[config.mk]
export PLATFORM = sky130hd
export DESIGN_NAME = bb_series
export DESIGN_NICKNAME = d
export VERILOG_FILES = /design/src/rtl/bb_series.sv
export SDC_FILE = /design/constraint.sdc
export NUM_CORES = 1
export LEC_CHECK = 0
export ABC_AREA = 0
export BUFFER_PORTS_ARGS = -buffer_cell sky130_fd_sc_hd__buf_4
export CAP_MARGIN = 20
export CORE_ASPECT_RATIO = 0.9
export CORE_MARGIN = 2
export CORE_UTILIZATION = 50
export CTS_CLUSTER_DIAMETER = 40
export DETAILED_ROUTE_END_ITERATION = 12
export GPL_TIMING_DRIVEN = 0
export PLACE_DENSITY_LB_ADDON = 0.25
export REMOVE_ABC_BUFFERS = 1
export SYNTH_ARGS = -nofsm -noshare
export SYNTH_HDL_FRONTEND = slang
export SYNTH_SLANG_ARGS = --single-unit
[constraint.sdc]
create_clock -name clk -period 4.8 [get_ports clk]
set_input_delay 0.24 -clock clk [delete_from_list [all_inputs] [get_ports clk]]
set_output_delay 0.24 -clock clk [all_outputs]
set_load 0.01 [all_outputs]
[src/rtl/bb_series.sv]
// Best-of-N series accumulator fed by per-game results; emits a one-cycle
// summary when a series is decided and immediately starts the next one.
module bb_series #(
  parameter int WINS_NEEDED = 4,
  parameter int MAX_GAMES   = 7
) (
  input  logic               clk,
  input  logic               rst,
  input  logic               in_valid,
  input  logic [7:0]         score_A,
  input  logic [7:0]         score_B,
  input  logic [1:0]         result,
  output logic               out_valid,
  output logic [3:0]         wins_A,
  output logic [3:0]         wins_B,
  output logic [3:0]         draws,
  output logic [3:0]         games,
  output logic signed [11:0] run_diff,
  output logic [1:0]         series_winner,
  output logic               err
);

  // run_diff is 12 b signed, so more than 8 games of 255-run margins could overflow.
  if (WINS_NEEDED < 1 || WINS_NEEDED > 15 || MAX_GAMES < WINS_NEEDED || MAX_GAMES > 8) begin : g_bad_cfg
    $error("bb_series: illegal WINS_NEEDED/MAX_GAMES configuration");
  end

  typedef enum logic {ACCUM = 1'b0, REPORT = 1'b1} state_e;

  state_e             state_q, state_d;
  logic [3:0]         acc_a_q, acc_b_q, acc_d_q, acc_g_q;
  logic signed [11:0] acc_r_q;
  logic [3:0]         acc_a_n, acc_b_n, acc_d_n, acc_g_n;
  logic signed [11:0] acc_r_n;
  logic signed [11:0] diff_s;
  logic               legal_s, end_s;
  logic [1:0]         winner_s;

  logic [3:0]         wins_a_q, wins_b_q, draws_q, games_q;
  logic signed [11:0] run_diff_q;
  logic [1:0]         winner_q;
  logic               err_q;

  assign legal_s = in_valid && (result != 2'd3);
  assign diff_s  = $signed({4'd0, score_A}) - $signed({4'd0, score_B});

  // Post-update accumulator values for the current cycle.
  always_comb begin
    acc_a_n = acc_a_q;
    acc_b_n = acc_b_q;
    acc_d_n = acc_d_q;
    acc_g_n = acc_g_q;
    acc_r_n = acc_r_q;
    if (legal_s) begin
      acc_g_n = acc_g_q + 4'd1;
      acc_r_n = acc_r_q + diff_s;
      case (result)
        2'd0:    acc_a_n = acc_a_q + 4'd1;
        2'd1:    acc_b_n = acc_b_q + 4'd1;
        default: acc_d_n = acc_d_q + 4'd1;
      endcase
    end
  end

  assign end_s = legal_s && ((acc_a_n == 4'(WINS_NEEDED)) ||
                             (acc_b_n == 4'(WINS_NEEDED)) ||
                             (acc_g_n == 4'(MAX_GAMES)));

  always_comb begin
    if (acc_a_n > acc_b_n)      winner_s = 2'd0;
    else if (acc_b_n > acc_a_n) winner_s = 2'd1;
    else if (acc_r_n > 12'sd0)  winner_s = 2'd0;
    else if (acc_r_n < 12'sd0)  winner_s = 2'd1;
    else                        winner_s = 2'd2;
  end

  // Accumulators clear on the series-ending edge so a REPORT-cycle game starts fresh.
  always_ff @(posedge clk or posedge rst) begin
    if (rst) begin
      acc_a_q <= 4'd0;
      acc_b_q <= 4'd0;
      acc_d_q <= 4'd0;
      acc_g_q <= 4'd0;
      acc_r_q <= 12'sd0;
    end else if (end_s) begin
      acc_a_q <= 4'd0;
      acc_b_q <= 4'd0;
      acc_d_q <= 4'd0;
      acc_g_q <= 4'd0;
      acc_r_q <= 12'sd0;
    end else begin
      acc_a_q <= acc_a_n;
      acc_b_q <= acc_b_n;
      acc_d_q <= acc_d_n;
      acc_g_q <= acc_g_n;
      acc_r_q <= acc_r_n;
    end
  end

  always_ff @(posedge clk or posedge rst) begin
    if (rst) begin
      wins_a_q   <= 4'd0;
      wins_b_q   <= 4'd0;
      draws_q    <= 4'd0;
      games_q    <= 4'd0;
      run_diff_q <= 12'sd0;
      winner_q   <= 2'd0;
      err_q      <= 1'b0;
    end else begin
      wins_a_q   <= end_s ? acc_a_n  : 4'd0;
      wins_b_q   <= end_s ? acc_b_n  : 4'd0;
      draws_q    <= end_s ? acc_d_n  : 4'd0;
      games_q    <= end_s ? acc_g_n  : 4'd0;
      run_diff_q <= end_s ? acc_r_n  : 12'sd0;
      winner_q   <= end_s ? winner_s : 2'd0;
      err_q      <= in_valid && (result == 2'd3);
    end
  end

  always_ff @(posedge clk or posedge rst) begin
    if (rst) state_q <= ACCUM;
    else     state_q <= state_d;
  end

  // REPORT -> REPORT happens when the REPORT-cycle game itself ends a series.
  always_comb begin
    case (state_q)
      ACCUM:   state_d = end_s ? REPORT : ACCUM;
      REPORT:  state_d = end_s ? REPORT : ACCUM;
      default: state_d = ACCUM;
    endcase
  end

  always_comb begin
    out_valid     = (state_q == REPORT);
    wins_A        = wins_a_q;
    wins_B        = wins_b_q;
    draws         = draws_q;
    games         = games_q;
    run_diff      = run_diff_q;
    series_winner = winner_q;
    err           = err_q;
  end

endmodule

==> results.md <==
* Initial antenna violation count at 0
* Total Routing Usage GR at a little over a fifth
* Lkg Pwr at roughly 2.1 nW
* Mean routed wirelength per cell at around 14 microns
* Relative slew slack at around two fifths
* RSZ-0062 raised after global routing: false
* Yosys warns at 0
* Power per standard cell area at around 610 nW/um^2
* PortBufs at between 50 and 60
* Worst skew pair latency at 340 ps
* Yosys reg bits at 60
* Worst min path class: in -> reg
* Mapped Avg Cell Area at about 9.9 sq um
* Area growth syn-to-layout at 21.1%
* Row cnt at 28
* Critical path type: in -> reg
* Setup TNS Final at 0 ps
* ANT nets after route at 0
* Top_reg_cell synth: dfrtp_1
* Hold path startpoint: result[1]
* Fin crit period at 3790 ps
* Die X at 91.9 microns
* Final setup vio count at 0
* Number of CTS-inserted buffers at 9
* Clock Sinks at 60
* Global-route wire length before repair at 12800 microns
* WP data arrival at approximately 4000 ps
* Cell area after synthesis at around 3500 sq um
* Final worst-path cycle share at between 70 and 80%
* Final GP Congestion at 0.814
* Largest net degree at the start of global routing at 44
* FF-to-FF End: series_winner[1]$_DFF_PP0_
* Worst Skew at about 8.6 ps
* Worst R2R Start: acc_r_q[0]$_DFF_PP0_
* Peak supply drop at approximately 0.00035 V
* Worst-margin pin slew at 902 ps
* Critical path cell sequence: buf_4 > ha_1 > nor2b_1 > o21ai_0 > nand2b_1 > a21o_1 > a21oi_1 > xnor2_1 > ha_1 > a2111oi_0 > a21o_1 > xor2_1 > o2111ai_1 > or4_1 > a2111oi_2
* Layout net count at 457
* 1st-pass router iterations at 4
* Max-cap viol count at 0
* Root Buffer: clkbuf_8
* Vias in the first global route at about 2.7k
* Ys async rst share at 100%
* Core area at around 6700 sq um
* Hold worst-path end: err$_DFF_PP0_
* CP peak stage delay at 560 ps
* Final Max Tran Viols at 0
* Share of layout cells above drive strength 1 at around a fifth
* Cell count after synthesis at 350
* EDFF count, synth at 0
* Vias/cell at 5.47
* Routed WL at 7220 microns
* Worst Setup Start Kind: input pin
* Sequential area share after synthesis at about 43%
* Worst hold stages at 2
* Maximum clock path buffer count at 2
* Clock transition at path regs at ~70 ps
* Final worst setup slack at a little over 1000 ps
* Count of hold-fix buffers inserted at cts at 1
* Worst EP required at roughly 5000 ps
* Fill cells at between 500 and 600
* Clock H-tree levels at 3
* DRT iter0 DRCs at 182
* Post-CTS resize count at 0
* Dpl ws at about 670 ps
* Register-to-register path setup slack at roughly 1600 ps
* Die ar. at approximately 7600 sq um
* I/O pin cnt at 53
* GR Overflow Total at 0
* Die Y at 83.1 microns
* CP Capture Type: flop
* Number of diodes at 0
* Setup bufs post-CTS at 0
* Reg2Reg Depth at 10
* Synth cell types at 56
* Initial Util at a little over half
* Worst-path maximum fanout at 5
* Worst path slowest cell: or4_1
* Final HPWL DP at between 5000 and 6000 microns
* CTS tree: yes
* Routed vias at 2732
* Status: completed
* Achievable clock frequency at between 0.2 and 0.3 GHz
* Endpoints failing hold at 0
* Residual DRC at 0
-- sequential cells by signal, summed over array words and instances, names as in the netlist --
name	count
acc_a_q	4
acc_b_q	4
acc_d_q	4
acc_g_q	4
acc_r_q	12
draws	4
err	1
games	4
out_valid	1
run_diff	12
series_winner	2
wins_A	4
wins_B	4
-- power by group --
| group | switching [mW] | leakage (nW) | internal [mW] |
|---|---|---|---|
| Combinational | 0.696 | 1.23 | 0.529 |
| Clock | 0.200 | 0.122 | 0.359 |
| Sequential | 0.125 | 0.791 | 0.656 |
-- stage by stage --
stage                     cells  hold WS (ps)  power [mW]  utilization, %  area, sq um
final                       499           210        2.57            63.2         4210
after detailed placement    482           256        2.01            59.3         3950
after floorplan             339           393        1.67               -         3420
after CTS                   499           198        2.57            63.2         4210
after global placement      481           484        1.96            59.0         3930
after global routing        499           213        2.77            63.2         4210
-- synthesized netlist by cell type (all sizes together), types with 2 or more instances --
library cell,instances,share of area (%)
fa,2,1.2
clkbuf,9,0.97
nor3,4,0.58
o2111ai,3,0.76
a211oi,4,0.86
nand3,6,0.86
o31ai,5,1.1
o211ai,4,0.86
or2,2,0.36
nand4,6,1.1
mux2i,8,2.3
xnor2,11,2.8
xor2,12,3.0
dfrtp,60,43
nand4b,5,1.3
o31a,2,0.50
ha,30,11
inv,23,2.5
nor2,44,4.8
nand2b,3,0.54
and4b,2,0.58
and2,2,0.36
a2111oi,2,0.68
or4,3,0.76
nand2,29,3.4
nor2b,3,0.54
a21o,5,1.1
buf,2,0.47
a21oi,14,2.1
o21a,4,0.86
o211a,2,0.58
nor4,2,0.36
and3,8,1.4
o21ai,12,1.7
-- cells in the final DEF (no fill, tap or decap), types with 5 or more instances in the layout --
cell / synthesis / routed
nand4b_1: 5 / 5
inv_1: 23 / 22
xnor2_1: 11 / 11
o21ai_0: 12 / 12
a21o_1: 5 / 5
xor2_1: 12 / 12
mux2i_1: 8 / 8
buf_4: 0 / 52
o31ai_1: 5 / 5
nand4_1: 6 / 6
ha_1: 30 / 30
dfrtp_1: 60 / 60
a21oi_1: 13 / 13
and3_1: 8 / 8
clkbuf_8: 0 / 10
nand2_1: 28 / 28
nand3_1: 6 / 6
nor2_1: 44 / 44
-- cell families (layout without fill, tap and decap cells) --
kind of cell,Yosys count,in the layout,share of synthesized area (%)
muxes,8,8,2.31
AOI/OAI and AO/OA,68,68,13.9
adders and majority gates,32,32,12.0
buffers and inverters,34,93,3.93
DFF,60,60,43.2
and+or+nand+nor,124,124,18.2
xor gates and xnor gates,24,24,6.45
-- final cells by class --
type | instances | area (sq um) | share of cell area [%]
Multi-Input combinational cell | 256 | 1840 | 43.6
Sequential cell | 60 | 1500 | 35.7
Timing Repair Buffer | 54 | 420 | 10.0
Clock buffer | 10 | 138 | 3.27
Tap cell | 90 | 113 | 2.68
Clock inverter | 6 | 111 | 2.65
Inverter | 23 | 86.3 | 2.05
-- how the worst max path moves through the flow --
stage,from,to,slack (ps),cells past startpoint
after CTS,score_A[1],series_winner[1]$_DFF_PP0_,970,15
final,score_A[1],series_winner[1]$_DFF_PP0_,1010,15
after global routing,score_B[1],series_winner[1]$_DFF_PP0_,650,17
after global placement,score_A[1],series_winner[1]$_DFF_PP0_,650,15
after detailed placement,score_A[1],series_winner[1]$_DFF_PP0_,670,15
after floorplan,score_B[1],series_winner[1]$_DFF_PP0_,1250,15
-- worst max-delay path: cells and delay by family --
| family | cells | cell delay [ps] |
|---|---|---|
| buffers and inverters | 1 | 110 |
| AO/OA/AOI/OAI | 7 | 1770 |
| adder cells (fa/ha/maj) | 2 | 600 |
| XOR/XNOR | 2 | 490 |
| AND/OR/NAND/NOR | 3 | 780 |
-- per-layer routing --
layer | share of wire, % | up-vias | routed length [microns] | GRT usage [%]
li1 | - | 1351 | - | -
met1 | 47 | 1313 | 3380 | 28.1
met2 | 47 | 63 | 3400 | 33.7
met3 | 5.3 | 5 | 381 | 6.44
met4 | 0.82 | 0 | 59 | 4.75
met5 | 0 | - | 0 | 0
(Power assumes the default switching activity.)
